--- src/rtl/mips_pkg.sv ---
// Shared definitions for the fetch stage and the decode stage that consumes IF/ID.
package mips_pkg;

  typedef enum logic [1:0] {
    RUN  = 2'd0,
    HALT = 2'd1,
    ERR  = 2'd2
  } fetch_state_t;

  localparam logic [31:0] INSTR_BYTES = 32'd4;
  localparam logic [31:0] NOP_INSTR   = 32'h0000_0000;

  // Opcode/funct values decoded downstream.
  localparam logic [5:0] OP_LW     = 6'b100011;
  localparam logic [5:0] OP_SW     = 6'b101011;
  localparam logic [5:0] OP_RTYPE  = 6'b000000;
  localparam logic [5:0] FUNCT_ADD = 6'b100000;
  localparam logic [5:0] FUNCT_MUL = 6'b011000;

  function automatic logic is_aligned(input logic [1:0] addr_lsb);
    return addr_lsb == 2'b00;
  endfunction

endpackage

--- src/rtl/instruction_fetch_unit_if.sv ---
// Instruction-memory bus, pipeline control requests and IF/ID outputs of the fetch stage.
interface instruction_fetch_unit_if #(
  parameter int CNT_W = 16
);
  logic [31:0]      imem_addr;
  logic [31:0]      imem_data;
  logic             stall;
  logic             flush;
  logic             redirect_valid;
  logic [31:0]      redirect_pc;
  logic [31:0]      if_id_instr;
  logic [31:0]      if_id_pc;
  logic [31:0]      if_id_pc_plus4;
  logic             if_id_valid;
  logic             halted;
  logic             align_err;
  logic [CNT_W-1:0] fetch_count;

  modport master (
    output imem_addr,
    input  imem_data,
    input  stall, flush, redirect_valid, redirect_pc,
    output if_id_instr, if_id_pc, if_id_pc_plus4, if_id_valid,
    output halted, align_err, fetch_count
  );

  modport slave (
    input  imem_addr,
    output imem_data,
    output stall, flush, redirect_valid, redirect_pc,
    input  if_id_instr, if_id_pc, if_id_pc_plus4, if_id_valid,
    input  halted, align_err, fetch_count
  );
endinterface

--- src/rtl/if_id_reg.sv ---
// IF/ID pipeline register: load captures a new word, flush alone clears only the valid bit.
module if_id_reg
  import mips_pkg::*;
(
  input  logic        clk,
  input  logic        rst_n,
  input  logic        load,
  input  logic        flush,
  input  logic [31:0] instr_in,
  input  logic [31:0] pc_in,
  output logic [31:0] instr,
  output logic [31:0] pc,
  output logic [31:0] pc_plus4,
  output logic        valid
);

  logic [31:0] instr_reg;
  logic [31:0] pc_reg;
  logic [31:0] pc_plus4_reg;
  logic        valid_reg;

  always_ff @(posedge clk or negedge rst_n) begin
    if (!rst_n) begin
      instr_reg    <= NOP_INSTR;
      pc_reg       <= 32'd0;
      pc_plus4_reg <= INSTR_BYTES;
      valid_reg    <= 1'b0;
    end else if (load) begin
      instr_reg    <= instr_in;
      pc_reg       <= pc_in;
      pc_plus4_reg <= pc_in + INSTR_BYTES;
      valid_reg    <= !flush;
    end else if (flush) begin
      valid_reg    <= 1'b0;
    end
  end

  assign instr    = instr_reg;
  assign pc       = pc_reg;
  assign pc_plus4 = pc_plus4_reg;
  assign valid    = valid_reg;

endmodule

--- src/rtl/instruction_fetch_unit.sv ---
// Fetch stage: PC register, RUN/HALT/ERR control and fetched-instruction counter,
// feeding the IF/ID register from a combinational instruction memory.
module instruction_fetch_unit
  import mips_pkg::*;
#(
  parameter logic [31:0] RESET_PC = 32'd0,
  parameter logic [31:0] PROG_END = 32'd360,
  parameter int          CNT_W    = 16
) (
  input  logic                      clk,
  input  logic                      rst_n,
  instruction_fetch_unit_if.master  bus
);

  localparam fetch_state_t RESET_STATE = (RESET_PC < PROG_END) ? RUN : HALT;

  fetch_state_t     state_reg, state_next;
  logic [31:0]      pc_reg, pc_next;
  logic [CNT_W-1:0] count_reg, count_next;
  logic             load;
  logic             kill;
  logic             count_inc;

  always_ff @(posedge clk or negedge rst_n) begin
    if (!rst_n) begin
      state_reg <= RESET_STATE;
      pc_reg    <= RESET_PC;
      count_reg <= '0;
    end else begin
      state_reg <= state_next;
      pc_reg    <= pc_next;
      count_reg <= count_next;
    end
  end

  // kill clears IF/ID valid; with load it turns the captured word into a bubble.
  always_comb begin
    state_next = state_reg;
    pc_next    = pc_reg;
    load       = 1'b0;
    kill       = 1'b0;
    count_inc  = 1'b0;
    case (state_reg)
      RUN: begin
        if (bus.redirect_valid) begin
          kill = 1'b1;
          if (is_aligned(bus.redirect_pc[1:0])) pc_next = bus.redirect_pc;
          else                                  state_next = ERR;
        end else if (bus.stall) begin
          kill = bus.flush;
        end else if (pc_reg >= PROG_END) begin
          state_next = HALT;
          kill       = 1'b1;
        end else begin
          load      = 1'b1;
          kill      = bus.flush;
          pc_next   = pc_reg + INSTR_BYTES;
          count_inc = !bus.flush;
        end
      end
      HALT: begin
        kill = 1'b1;
        if (bus.redirect_valid) begin
          if (is_aligned(bus.redirect_pc[1:0])) begin
            pc_next    = bus.redirect_pc;
            state_next = (bus.redirect_pc < PROG_END) ? RUN : HALT;
          end else begin
            state_next = ERR;
          end
        end
      end
      default: kill = 1'b1;
    endcase
  end

  // Saturating: the counter sticks at all-ones rather than wrapping to zero.
  always_comb begin
    count_next = count_reg;
    if (count_inc && (count_reg != '1)) count_next = count_reg + CNT_W'(1);
  end

  if_id_reg u_if_id_reg (
    .clk      (clk),
    .rst_n    (rst_n),
    .load     (load),
    .flush    (kill),
    .instr_in (bus.imem_data),
    .pc_in    (pc_reg),
    .instr    (bus.if_id_instr),
    .pc       (bus.if_id_pc),
    .pc_plus4 (bus.if_id_pc_plus4),
    .valid    (bus.if_id_valid)
  );

  assign bus.imem_addr   = pc_reg;
  assign bus.halted      = (state_reg == HALT);
  assign bus.align_err   = (state_reg == ERR);
  assign bus.fetch_count = count_reg;

endmodule

--- src/flat_wrapper.sv ---
// flat-port wrapper written by rule: the top's interface ports become plain ports
module instruction_fetch_unit_flat import mips_pkg::*;
#(
  parameter logic [31:0] RESET_PC = 32'd0,
  parameter logic [31:0] PROG_END = 32'd360,
  parameter int          CNT_W    = 16
)
  (clk, rst_n, bus_imem_addr, bus_imem_data, bus_stall, bus_flush, bus_redirect_valid, bus_redirect_pc, bus_if_id_instr, bus_if_id_pc, bus_if_id_pc_plus4, bus_if_id_valid, bus_halted, bus_align_err, bus_fetch_count);
  instruction_fetch_unit_if #(.CNT_W(CNT_W)) bus_i ();
  input  logic clk;
  input  logic rst_n;
  output wire logic [$bits(bus_i.imem_addr)-1:0] bus_imem_addr;
  input wire logic [$bits(bus_i.imem_data)-1:0] bus_imem_data;
  input wire logic [$bits(bus_i.stall)-1:0] bus_stall;
  input wire logic [$bits(bus_i.flush)-1:0] bus_flush;
  input wire logic [$bits(bus_i.redirect_valid)-1:0] bus_redirect_valid;
  input wire logic [$bits(bus_i.redirect_pc)-1:0] bus_redirect_pc;
  output wire logic [$bits(bus_i.if_id_instr)-1:0] bus_if_id_instr;
  output wire logic [$bits(bus_i.if_id_pc)-1:0] bus_if_id_pc;
  output wire logic [$bits(bus_i.if_id_pc_plus4)-1:0] bus_if_id_pc_plus4;
  output wire logic [$bits(bus_i.if_id_valid)-1:0] bus_if_id_valid;
  output wire logic [$bits(bus_i.halted)-1:0] bus_halted;
  output wire logic [$bits(bus_i.align_err)-1:0] bus_align_err;
  output wire logic [$bits(bus_i.fetch_count)-1:0] bus_fetch_count;
  assign bus_imem_addr = bus_i.imem_addr;
  assign bus_i.imem_data = bus_imem_data;
  assign bus_i.stall = bus_stall;
  assign bus_i.flush = bus_flush;
  assign bus_i.redirect_valid = bus_redirect_valid;
  assign bus_i.redirect_pc = bus_redirect_pc;
  assign bus_if_id_instr = bus_i.if_id_instr;
  assign bus_if_id_pc = bus_i.if_id_pc;
  assign bus_if_id_pc_plus4 = bus_i.if_id_pc_plus4;
  assign bus_if_id_valid = bus_i.if_id_valid;
  assign bus_halted = bus_i.halted;
  assign bus_align_err = bus_i.align_err;
  assign bus_fetch_count = bus_i.fetch_count;
  instruction_fetch_unit #(.RESET_PC(RESET_PC), .PROG_END(PROG_END), .CNT_W(CNT_W)) u_core (.clk(clk), .rst_n(rst_n), .bus(bus_i));
endmodule
--- config.mk ---
export PLATFORM = sky130hd
export DESIGN_NAME = instruction_fetch_unit_flat
export DESIGN_NICKNAME = d
export VERILOG_FILES = /design/src/rtl/mips_pkg.sv /design/src/rtl/instruction_fetch_unit_if.sv /design/src/rtl/if_id_reg.sv /design/src/rtl/instruction_fetch_unit.sv /design/src/flat_wrapper.sv
export SDC_FILE = /design/constraint.sdc
export NUM_CORES = 1
export LEC_CHECK = 0
export ABC_AREA = 1
export BUFFER_PORTS_ARGS = -buffer_cell sky130_fd_sc_hd__buf_4
export CAP_MARGIN = 25
export CORE_UTILIZATION = 50
export CTS_BUF_LIST = sky130_fd_sc_hd__clkbuf_8
export DETAILED_ROUTE_END_ITERATION = 16
export GPL_ROUTABILITY_DRIVEN = 0
export PLACE_DENSITY_LB_ADDON = 0.1
export SKIP_LAST_GASP = 1
export SLEW_MARGIN = 20
export SYNTH_ARGS = -nofsm -noshare
export SYNTH_HDL_FRONTEND = slang
export SYNTH_HIERARCHICAL = 1
export SYNTH_SLANG_ARGS = --single-unit
export TNS_END_PERCENT = 10
--- constraint.sdc ---
create_clock -name clk -period 2.1 [get_ports clk]
set_input_delay 0.21 -clock clk [delete_from_list [all_inputs] [get_ports clk]]
set_output_delay 0.21 -clock clk [all_outputs]
set_load 0.03 [all_outputs]
==> results of run 1 <==
==> synthesized netlist by cell type, types with 5 or more instances <==
master	count	area [um2]
o21ai_2	5	43.79
nor3_1	10	50.05
clkbuf_1	15	56.30
nor2_1	113	424.2
inv_1	75	281.5
buf_6	7	78.83
o21ai_1	19	95.09
nand3_1	97	485.5
o21ai_0	47	235.2
nand2_1	450	1689
nand4_1	14	87.58
inv_2	11	41.29
dfrtp_1	144	3603
nor2_4	8	90.09
xor2_1	10	87.58
o211ai_1	9	67.56
nor2_2	10	62.56
a21oi_1	17	85.08
nand2_2	6	37.54
buf_2	19	95.09
==> per-layer routing <==
| metal | vias up | GRT usage, % |
|---|---|---|
| met3 | 37 | 4.583 |
| met2 | 356 | 44.97 |
| li1 | 4117 | - |
| met4 | 0 | 12.04 |
| met5 | - | 0 |
| met1 | 3790 | 39.81 |
==> layout by cell type, fill, tap and decap left out, types with 2 or more instances in the layout <==
master,netlist,final
nand2_1,450,449
buf_4,4,258
dfrtp_1,144,138
nor2_1,113,111
nand3_1,97,97
inv_1,75,75
o21ai_0,47,47
dlygate4sd3_1,0,34
o21ai_1,19,19
clkbuf_8,0,18
a21oi_1,17,17
nand4_1,14,14
nor2_2,10,12
inv_2,11,10
nor3_1,10,10
xor2_1,10,10
o211ai_1,9,9
nor2_4,8,8
nand2_2,6,7
dfrtp_2,0,6
clkinv_4,1,5
o21ai_2,5,5
buf_12,0,5
xnor2_1,4,4
o21bai_1,4,4
nand2_4,4,4
ha_1,4,4
clkinvlp_4,0,3
bufinv_16,0,3
a31oi_1,3,3
inv_6,0,2
o221ai_1,2,2
and2_1,2,2
==> stage by stage <==
stage	instances	worst slack, ns	instance area, um2	hold slack [ns]
after floorplan	1124	-0.01993	8170	-0.08559
after global placement	1559	0.2457	10160	0.1718
after detailed placement	1559	0.1969	10160	0.1684
after CTS	1625	0.1801	10930	0.01255
after global routing	1625	0.03972	10940	0.04682
final	1625	0.1990	10940	0.03441
==> worst max path at each step <==
stage,depth (start not counted),end,slack (ns)
6_report,12,u_core/u_if_id_reg/pc_plus4[30]$_DFFE_PN0P_,0.20
5_1_grt,12,u_core/u_if_id_reg/pc_plus4[30]$_DFFE_PN0P_,0.04
4_1_cts,11,u_core/u_if_id_reg/pc_plus4[16]$_DFFE_PN0P_,0.18
3_5_place_dp,11,u_core/u_if_id_reg/pc_plus4[16]$_DFFE_PN0P_,0.20
3_3_place_gp,11,u_core/u_if_id_reg/pc_plus4[16]$_DFFE_PN0P_,0.25
2_1_floorplan,15,u_core/u_if_id_reg/pc_plus4[14]$_DFFE_PN0P_,-0.02
==> timing repair <==
item	4_1_cts	5_1_grt
endpoints found under the setup margin	0	1
hold buffers	34	0
gates resized for setup	0	1
endpoints found under the hold margin	74	0
==> cell type report <==
cell class	instances	area share (%)
timing repair buffer	298	21.84
inverter	87	3.055
clock inverter	14	1.659
sequential	145	33.26
tap	216	2.471
clock buffer	18	2.265
multi-input combinational	847	35.45
==> cells by family (layout without fill, tap and decap cells) <==
logic type | count (synthesis) | in the layout | share of synthesized area, %
buf+inv | 132 | 417 | 7.315
flops | 145 | 145 | 44.87
xor+xnor | 14 | 14 | 1.516
simple gates | 720 | 720 | 37.97
compound gates | 109 | 109 | 7.717
fa+ha+maj | 4 | 4 | 0.6186
==> worst max-delay path, cell delays in order (launching register included) <==
cell,delay [ns]
dfrtp_2,0.41
inv_1,0.09
ha_1,0.16
nand2_1,0.05
nand2_1,0.06
nand3_2,0.14
nand4_4,0.16
clkinv_4,0.09
inv_4,0.19
buf_12,0.22
nor2_1,0.06
nand3_1,0.08
nand3_1,0.08
==> where the power goes <==
part | total (mW) | internal (mW) | switching [mW]
clock network | 2.35 | 1.22 | 1.13
registers | 2.83 | 2.81 | 0.0135
logic | 0.611 | 0.254 | 0.358
==> impl_metrics.py, run 1 <==
metrics = {
    "worst_setup_path": {
        "cp_data_arrival_time_ns": 2.25,
        "rr_startpoint": "u_core/bus.imem_addr[2]$_DFFE_PN0P_",
        "worstRegToRegCells": 12,
        "reg2reg_setup_slack_ns": 0.20,
        "worstPathRequired_ns": 2.45,
        "cp-start-kind": "register",
        "r2r-end": "u_core/u_if_id_reg/pc_plus4[30]$_DFFE_PN0P_",
        "crit_path_max_fanout": 31,
        "end_kind": "register",
        "worstSetupStartpoint": "u_core/bus.imem_addr[2]$_DFFE_PN0P_",
        "crit_type": "register to register",
    },
    "clock_tree": {
        "max-clock-path-buffers": 2,
        "clk_pin_slew_ns": 0.09,
        "cts_inserted_buffers": 17,
        "clock_sinks": 145,
        "cts_setup_buffers": 0,
        "cts_tree": "built",
        "htreeDepth": 4,
        "clk_latency_ns": 0.46,
        "cts_root_buf": "clkbuf_8",
    },
    "timing": {
        "slew_violations": 0,
        "worst_pin_slew_ns": 0.7065,
        "slew_headroom_pct": 52.85,
        "rsz0062_at_grt": "false",
        "fin_setup_tns_ns": 0,
        "fmax_mhz": 526.0,
        "finalHoldViolCount": 0,
        "fin_worst_skew_ns": 0.009935,
        "setup_violations": 0,
        "period_needed_ns": 1.901,
        "fin_crit_sh_pct": 90.52,
    },
    "synth": {
        "synth_cell_type_count": 39,
        "syn_area_um2": 8090,
        "synth-seq-cells": 145,
        "yosysSeqAreaShare_pct": 44.87,
        "netlist_instances": 1124,
        "synthArstFlopShare_pct": 100.0,
        "yosys_warnings": 6,
        "synthFlopType": "dfrtp_1",
        "syn_area_per_cell_um2": 7.198,
        "syn_nets": 1197,
        "synth_edf_count": 0,
    },
    "finish": {
        "layout-drive-gt1-share_pct": 25.41,
        "regArea_um2": 3637,
        "n_antenna_cell": 0,
        "final_net_count": 1469,
        "syn_to_final_growth_pct": 35.17,
        "utilization_pct": 69.09,
        "multi_input_area_um2": 3876,
        "n_fill_cell": 1358,
    },
    "route": {
        "vias": 8300,
        "wl_met2_um": 10590,
        "wl_um": 23650,
        "dr_wl_met3_um": 1815,
        "first_pass_iters": 5,
        "drt-met1-wl_um": 10710,
        "drtIter0Drc": 550,
        "dr.max_layer_used": "met4",
        "vias_per_cell": 5.108,
        "antenna_left": 0,
        "drc": 0,
        "routedWlPerCell_um": 14.56,
    },
    "hold_path": {
        "hold_class": "primary input to register",
        "hold_path_depth": 3,
        "hp-start": "bus_redirect_pc[23]",
        "holdPathEnd": "u_core/bus.imem_addr[23]$_DFFE_PN0P_",
    },
    "place": {
        "io_buffers": 215,
        "dp_hpwl_um": 17260,
    },
    "global_routing": {
        "grt_remaining_overflow": 0,
        "grt_pass1_vias": 7442,
        "grt_max_degree": 55,
        "grt_pass1_wl_um": 37230,
        "antenna_found_initial": 0,
        "grt_use_total_pct": 28.75,
    },
    "floorplanning": {
        "io_pins": 216,
        "die_w_um": 129.2,
        "rows": 46,
        "start_util_pct": 51.11,
        "die-area_um2": 16690,
        "die_y_um": 129.2,
        "core_area_um2": 15830,
    },
    "pwr": {
        "power.total_mw": 5.788,
        "vdd_drop_max_mv": 0.3956,
        "p_leak_nw": 5.903,
        "p_per_area_nw_per_um2": 529.3,
    },
    "run": {
        "drv_cap": 0,
    },
    "run_status": {
        "status": "finished clean",
    },
}
No activity file was read; power rests on OpenSTA's default activity.
==> run 2, diff against run 1 <==
--- a/config.mk
+++ b/config.mk
@@ -5,10 +5,9 @@
 export SDC_FILE = /design/constraint.sdc
 export NUM_CORES = 1
 export LEC_CHECK = 0
-export ABC_AREA = 1
 export BUFFER_PORTS_ARGS = -buffer_cell sky130_fd_sc_hd__buf_4
 export CAP_MARGIN = 25
-export CORE_UTILIZATION = 50
+export CORE_UTILIZATION = 48
 export CTS_BUF_LIST = sky130_fd_sc_hd__clkbuf_8
 export DETAILED_ROUTE_END_ITERATION = 16
 export GPL_ROUTABILITY_DRIVEN = 0
==> run 2 against run 1 <==
  * The flow now finishes with violations (negative setup slack)
  * Die area decreased by 9.2%
  * Final cell count decreased by 28%
  * Fmax decreased by 17%
  * Sequential cell count unchanged
  * Total power increased by 15%
  * Largest power group unchanged
  * Synthesized cell count decreased by 42%
==> impl_metrics.py, run 2 <==
metrics = {
    "clock_tree": {
        "cts_inserted_buffers": 17,
        "htreeDepth": 4,
        "cts_tree": "built",
        "clk_latency_ns": 0.46,
        "max-clock-path-buffers": 2,
        "clock_sinks": 145,
        "cts_root_buf": "clkbuf_8",
        "clk_pin_slew_ns": 0.08,
    },
    "route": {
        "wl_um": 22170,
        "first_pass_iters": 5,
        "drtIter0Drc": 427,
        "vias": 6744,
        "routedWlPerCell_um": 18.84,
        "drc": 0,
        "antenna_left": 0,
        "vias_per_cell": 5.730,
    },
    "floorplanning": {
        "io_pins": 216,
        "die_y_um": 123.1,
        "die-area_um2": 15150,
        "core_area_um2": 14100,
        "die_w_um": 123.1,
        "rows": 43,
        "start_util_pct": 49.94,
    },
    "timing": {
        "finalHoldViolCount": 0,
        "setup_violations": 105,
        "fin_setup_tns_ns": -12.82,
        "fmax_mhz": 437.6,
        "slew_headroom_pct": 57.15,
        "fin_worst_skew_ns": 0.008345,
        "worst_pin_slew_ns": 0.6404,
        "rsz0062_at_grt": "true",
        "period_needed_ns": 2.285,
        "setup_ws_ns": -0.1854,
        "slew_violations": 0,
        "fin_crit_sh_pct": 108.8,
    },
    "hold_path": {
        "hp-start": "bus_redirect_pc[31]",
        "hold_class": "primary input to register",
    },
    "finish": {
        "utilization_pct": 75.32,
        "n_antenna_cell": 0,
        "syn_to_final_growth_pct": 50.84,
        "n_fill_cell": 979,
        "final_common_cell": "buf_4",
        "fin_area_um2": 10620,
        "final_cell_mix": "buf_4 (285), dfrtp_1 (142), nor2_1 (62), mux2_2 (54), nand2_1 (49)",
        "stdcell_count": 1177,
        "layout-drive-gt1-share_pct": 44.33,
        "final_net_count": 1057,
    },
    "place": {
        "placed_area_um2": 9402,
        "io_buffers": 215,
        "place_inst": 1087,
        "dp_hpwl_um": 14830,
    },
    "run_status": {
        "violations": "negative setup slack",
        "status": "complete, but fails checks",
    },
    "worst_setup_path": {
        "cp_data_arrival_time_ns": 2.63,
        "crit_path_max_fanout": 9,
        "worstSetupStartpoint": "u_core/bus.imem_addr[3]$_DFFE_PN0P_",
        "crit_type": "register to register",
        "cp-start-kind": "register",
        "path_cells": "ha_2 -> nor3b_4 -> o311a_1 -> nor3_2 -> and2_4 -> buf_6 -> clkbuf_16 -> mux2_2",
        "end_kind": "register",
        "path_buf_inv": 2,
        "cp_slowest_cell": "dfrtp_2",
        "slowest_delay_ns": 0.42,
        "cpLargestDelayFamily": "simple AND/OR/NAND/NOR gates",
        "rr_startpoint": "u_core/bus.imem_addr[3]$_DFFE_PN0P_",
        "worstPathRequired_ns": 2.45,
    },
    "pwr": {
        "p_int_mw": 4.797,
        "vdd_drop_max_mv": 0.6004,
        "power_frac_clock_pct": 36.9,
        "power_switching_mw": 1.861,
        "p_per_area_nw_per_um2": 627.1,
        "p_comb_share_pct": 18.9,
        "switching_share_pct": 27.95,
        "p_seq_share_pct": 44.1,
        "power.total_mw": 6.658,
        "p_leak_nw": 5.242,
    },
    "synth": {
        "netlist_instances": 648,
        "synth_cell_type_count": 72,
        "syn_area_per_cell_um2": 10.86,
        "yosysTopAreaCell": "dfrtp_1",
        "syn_nets": 721,
        "yosys.area.top_type_share_pct": 51.19,
        "yosys-top-cells-area": "dfrtp_1 (51%), mux2_2 (12%), nor2_1 (3.3%), nand2_1 (2.6%), xor2_1 (2.2%)",
        "synthArstFlopShare_pct": 100.0,
        "synth_edf_count": 0,
        "synth.most_common_cell": "dfrtp_1",
        "yosysSeqAreaShare_pct": 51.56,
        "synth-seq-cells": 145,
        "syn_area_um2": 7039,
        "yosys-top-cells-count": "dfrtp_1 (144), mux2_2 (72), nor2_1 (62)",
        "yosys_warnings": 6,
        "synthFlopType": "dfrtp_1",
    },
    "run": {
        "drv_cap": 0,
    },
    "global_routing": {
        "grt_max_degree": 59,
        "grt_use_total_pct": 29.62,
        "grt_pass1_wl_um": 33900,
        "grt_pass1_vias": 6697,
        "grt_remaining_overflow": 0,
        "antenna_found_initial": 0,
    },
}
run 2: changes by cell type after synthesis, sizes merged, moves of 13 or more:
cell	change
nor2	-69
buf	-20
o21ai	-48
mux2	+72
nand3	-67
inv	-77
a31oi	+13
nor4	+22
nand2	-412
run 2: layer usage:
metal / share of wire (%) / global-route usage, %
met1: 41 / 37.26
met2: 48 / 47.61
met3: 7.7 / 7.611
met4: 2.8 / 14.38
met5: 0 / 0
run 2: what timing repair did:
item                                   4_1_cts  5_1_grt
resized for setup                            9       13
endpoints found under the hold margin       97        1
hold buffers                                44        1
pin swaps                                    1        3
setup endpoints to repair                   60      109
cloned                                       4        2
setup buffers                                6        1
run 2: area by class of cell:
type | count | area, um2 | share of cell area (%)
clock buffers | 21 | 289.0 | 2.722
clock inverters | 11 | 158.9 | 1.497
inverters | 10 | 38.79 | 0.3653
multi-input cells | 463 | 3333 | 31.39
flip-flops and latches | 145 | 3632 | 34.21
well taps | 180 | 225.2 | 2.121
repair buffers | 347 | 2940 | 27.69
run 2: cell families after synthesis:
logic type | synth area share, %
AOI/OAI and AO/OA | 9.866
and+or+nand+nor | 19.77
xor gates and xnor gates | 3.484
muxes | 11.66
DFF | 51.56
buffers and inverters | 2.950
adders and majority gates | 0.7110
run 2: worst paths after layout:
check	slack, ns	depth (start not counted)	end
min in group asynchronous	0.31	2	u_core/u_if_id_reg/instr[13]$_DFFE_PN0P_
max in group asynchronous	1.14	3	u_core/bus.imem_addr[10]$_DFFE_PN0P_
max reg2reg	-0.19	8	u_core/u_if_id_reg/pc[16]$_DFFE_PN0P_
min	0.04	2	u_core/bus.imem_addr[31]$_DFFE_PN0P_
min reg2reg	0.50	1	u_core/bus.fetch_count[15]$_DFFE_PN0P_
max	-0.19	8	u_core/u_if_id_reg/pc[16]$_DFFE_PN0P_
run 2: per-stage QoR:
step           setup slack, ns  hold slack [ns]
2_1_floorplan          -0.3543         -0.08559
3_3_place_gp          -0.02607           0.2146
3_5_place_dp          -0.07536           0.2298
4_1_cts               -0.05518         0.004095
5_1_grt                -0.2289          0.01018
6_report               -0.1854          0.03566
run 2: power groups by stage:
stage / sequential [mW] / clock, mW / combinational (mW)
floorplan: 3.25 / 0 / 0.287
global placement: 2.99 / 0 / 1.14
detailed placement: 2.99 / 0 / 1.16
CTS: 2.94 / 2.50 / 1.23
global route: 2.95 / 2.63 / 1.35
finish: 2.94 / 2.46 / 1.26
==> run 3, diff against run 2 <==
--- a/config.mk
+++ b/config.mk
@@ -7,10 +7,13 @@
 export LEC_CHECK = 0
 export BUFFER_PORTS_ARGS = -buffer_cell sky130_fd_sc_hd__buf_4
 export CAP_MARGIN = 25
-export CORE_UTILIZATION = 48
+export CELL_PAD_IN_SITES_DETAIL_PLACEMENT = 1
+export CELL_PAD_IN_SITES_GLOBAL_PLACEMENT = 2
+export CORE_UTILIZATION = 30
 export CTS_BUF_LIST = sky130_fd_sc_hd__clkbuf_8
 export DETAILED_ROUTE_END_ITERATION = 16
 export GPL_ROUTABILITY_DRIVEN = 0
+export HOLD_SLACK_MARGIN = 0.1
 export PLACE_DENSITY_LB_ADDON = 0.1
 export SKIP_LAST_GASP = 1
 export SLEW_MARGIN = 20
==> run 3 against run 2 <==
  * The run still ends with negative setup slack left
  * Register-to-register slack improved by 0.06 ns
  * Sequential cell count is the same
  * Clock power fell by 14%
  * Critical path depth is the same
  * Worst hold slack gained 0.15 ns
  * Fmax is 2.8% higher
  * Count of clock-buffer cells in the layout fell by 3
  * Sequential power is essentially flat
  * Routed wire length is 17% higher
==> impl_metrics.py, run 3 (same netlist as run 2, synthesis figures left out) <==
metrics = {
    "run_status": {
        "status": "complete, but fails checks",
        "violations": "negative setup slack",
    },
    "clock_tree": {
        "cts_inserted_buffers": 17,
        "cts_root_buf": "clkbuf_8",
        "clock_sinks": 145,
        "clk_latency_ns": 0.46,
        "cts_tree": "built",
        "clk_pin_slew_ns": 0.09,
        "htreeDepth": 4,
        "max-clock-path-buffers": 2,
    },
    "worst_setup_path": {
        "end_kind": "register",
        "crit_path_max_fanout": 18,
        "cp-start-kind": "register",
        "crit_type": "register to register",
        "cp_data_arrival_time_ns": 2.56,
        "worstPathRequired_ns": 2.44,
    },
    "route": {
        "vias": 6595,
        "drtIter0Drc": 257,
        "first_pass_iters": 4,
        "antenna_left": 0,
        "wl_um": 25930,
        "vias_per_cell": 5.008,
        "routedWlPerCell_um": 19.69,
        "drc": 0,
    },
    "pwr": {
        "p_int_mw": 4.360,
        "switching_share_pct": 31.50,
        "p_comb_share_pct": 20.5,
        "power_frac_clock_pct": 33.3,
        "power_switching_mw": 2.005,
        "p_leak_nw": 5.229,
        "p_per_area_nw_per_um2": 588.3,
        "vdd_drop_max_mv": 0.3112,
        "p_seq_share_pct": 46.2,
    },
    "floorplanning": {
        "die_y_um": 155.2,
        "io_pins": 216,
        "rows": 55,
        "die_w_um": 155.2,
        "start_util_pct": 30.81,
        "core_area_um2": 22850,
        "die-area_um2": 24080,
    },
    "finish": {
        "layout-drive-gt1-share_pct": 44.62,
        "utilization_pct": 47.35,
        "final_net_count": 1064,
        "n_fill_cell": 2546,
        "final_cell_mix": "buf_4 (286), dfrtp_1 (142), nor2_1 (62), mux2_2 (61), dlygate4sd3_1 (52)",
        "final_common_cell": "buf_4",
        "multi_input_area_um2": 3398,
        "n_antenna_cell": 0,
        "regArea_um2": 3632,
        "syn_to_final_growth_pct": 53.70,
    },
    "timing": {
        "setup_violations": 98,
        "fin_crit_sh_pct": 105.8,
        "rsz0062_at_grt": "true",
        "period_needed_ns": 2.222,
        "fin_worst_skew_ns": 0.02616,
        "whs_ns": 0.1832,
        "slew_violations": 0,
        "fin_setup_tns_ns": -6.856,
        "setup_ws_ns": -0.1224,
        "fmax_mhz": 450.0,
        "slew_headroom_pct": 42.95,
        "worst_pin_slew_ns": 0.8525,
        "finalHoldViolCount": 0,
    },
    "hold_path": {
        "hold_class": "primary input to register",
    },
    "global_routing": {
        "grt_use_total_pct": 21.34,
        "antenna_found_initial": 0,
        "grt_remaining_overflow": 0,
        "grt_max_degree": 60,
        "grt_pass1_wl_um": 39390,
        "grt_pass1_vias": 6940,
    },
    "run": {
        "drv_cap": 0,
    },
    "place": {
        "dp_hpwl_um": 18620,
        "io_buffers": 215,
        "dp_slack_ns": -0.1501,
    },
}
[run 3: changes by cell type in the layout (fill, tap and decap cells not counted), sizes merged]
cell and delta:
buf -2, clkinvlp +1, bufbuf -1, clkinv +2
bufinv -3, dlygate4sd3 +7, inv +3
[run 3: layout make-up]
type | count | area share [%]
multi-input cells | 463 | 31.41
clock inverters | 14 | 1.099
flip-flops and latches | 145 | 33.57
clock buffers | 18 | 2.290
well taps | 313 | 3.620
inverters | 10 | 0.3701
repair buffers | 354 | 27.64
[run 3: metal layers]
metal	track usage [%]	wire, um
met5	0	0
met4	5.229	249
met3	3.844	1013
met2	36.29	12900
met1	28.07	11770
[run 3: power by group through the flow]
stage,logic (mW),clock network [mW],registers [mW]
after floorplan,0.287,0,3.25
after global placement,1.20,0,2.99
after detailed placement,1.22,0,3.00
after CTS,1.31,2.19,2.94
after global routing,1.41,2.30,2.95
final,1.31,2.12,2.94
[run 3: what timing repair did]
action,CTS,global route
buffers inserted,2,5
cloned,0,5
endpoints found under the setup margin,96,126
gates resized for setup,15,11
endpoints found under the hold margin,195,1
hold buffers,51,1
pin swaps,1,3
[run 3: worst max-delay path, cell delays in order (launching register included)]
cell       delay [ns]
dfrtp_2          0.43
ha_4             0.16
nor3b_4          0.14
o311a_1          0.35
nor3_2           0.16
and2_4           0.21
buf_4            0.15
clkbuf_16        0.18
mux2_2           0.33
[run 3: per-stage QoR]
step | area (um2) | instances | total power, mW
after CTS | 10570 | 1306 | 6.437
after global placement | 9588 | 1221 | 4.191
after floorplan | 7178 | 648 | 3.537
after global routing | 10820 | 1317 | 6.664
after detailed placement | 9588 | 1221 | 4.214
final | 10820 | 1317 | 6.365
[run 3: final timing paths]
kind,start,end,slack [ns],depth (start not counted)
max in group asynchronous,rst_n,u_core/u_if_id_reg/pc_plus4[2]$_DFFE_PN1P_,1.17,3
min in group asynchronous,rst_n,u_core/u_if_id_reg/instr[17]$_DFFE_PN0P_,0.23,2
hold reg to reg,u_core/bus.fetch_count[15]$_DFFE_PN0P_,u_core/bus.fetch_count[15]$_DFFE_PN0P_,0.50,1
setup / recovery,u_core/bus.imem_addr[3]$_DFFE_PN0P_,u_core/u_if_id_reg/instr[17]$_DFFE_PN0P_,-0.12,8
hold / removal,bus_flush,u_core/u_if_id_reg/valid$_DFFE_PN0P_,0.18,5
setup reg to reg,u_core/bus.imem_addr[3]$_DFFE_PN0P_,u_core/u_if_id_reg/instr[17]$_DFFE_PN0P_,-0.12,8
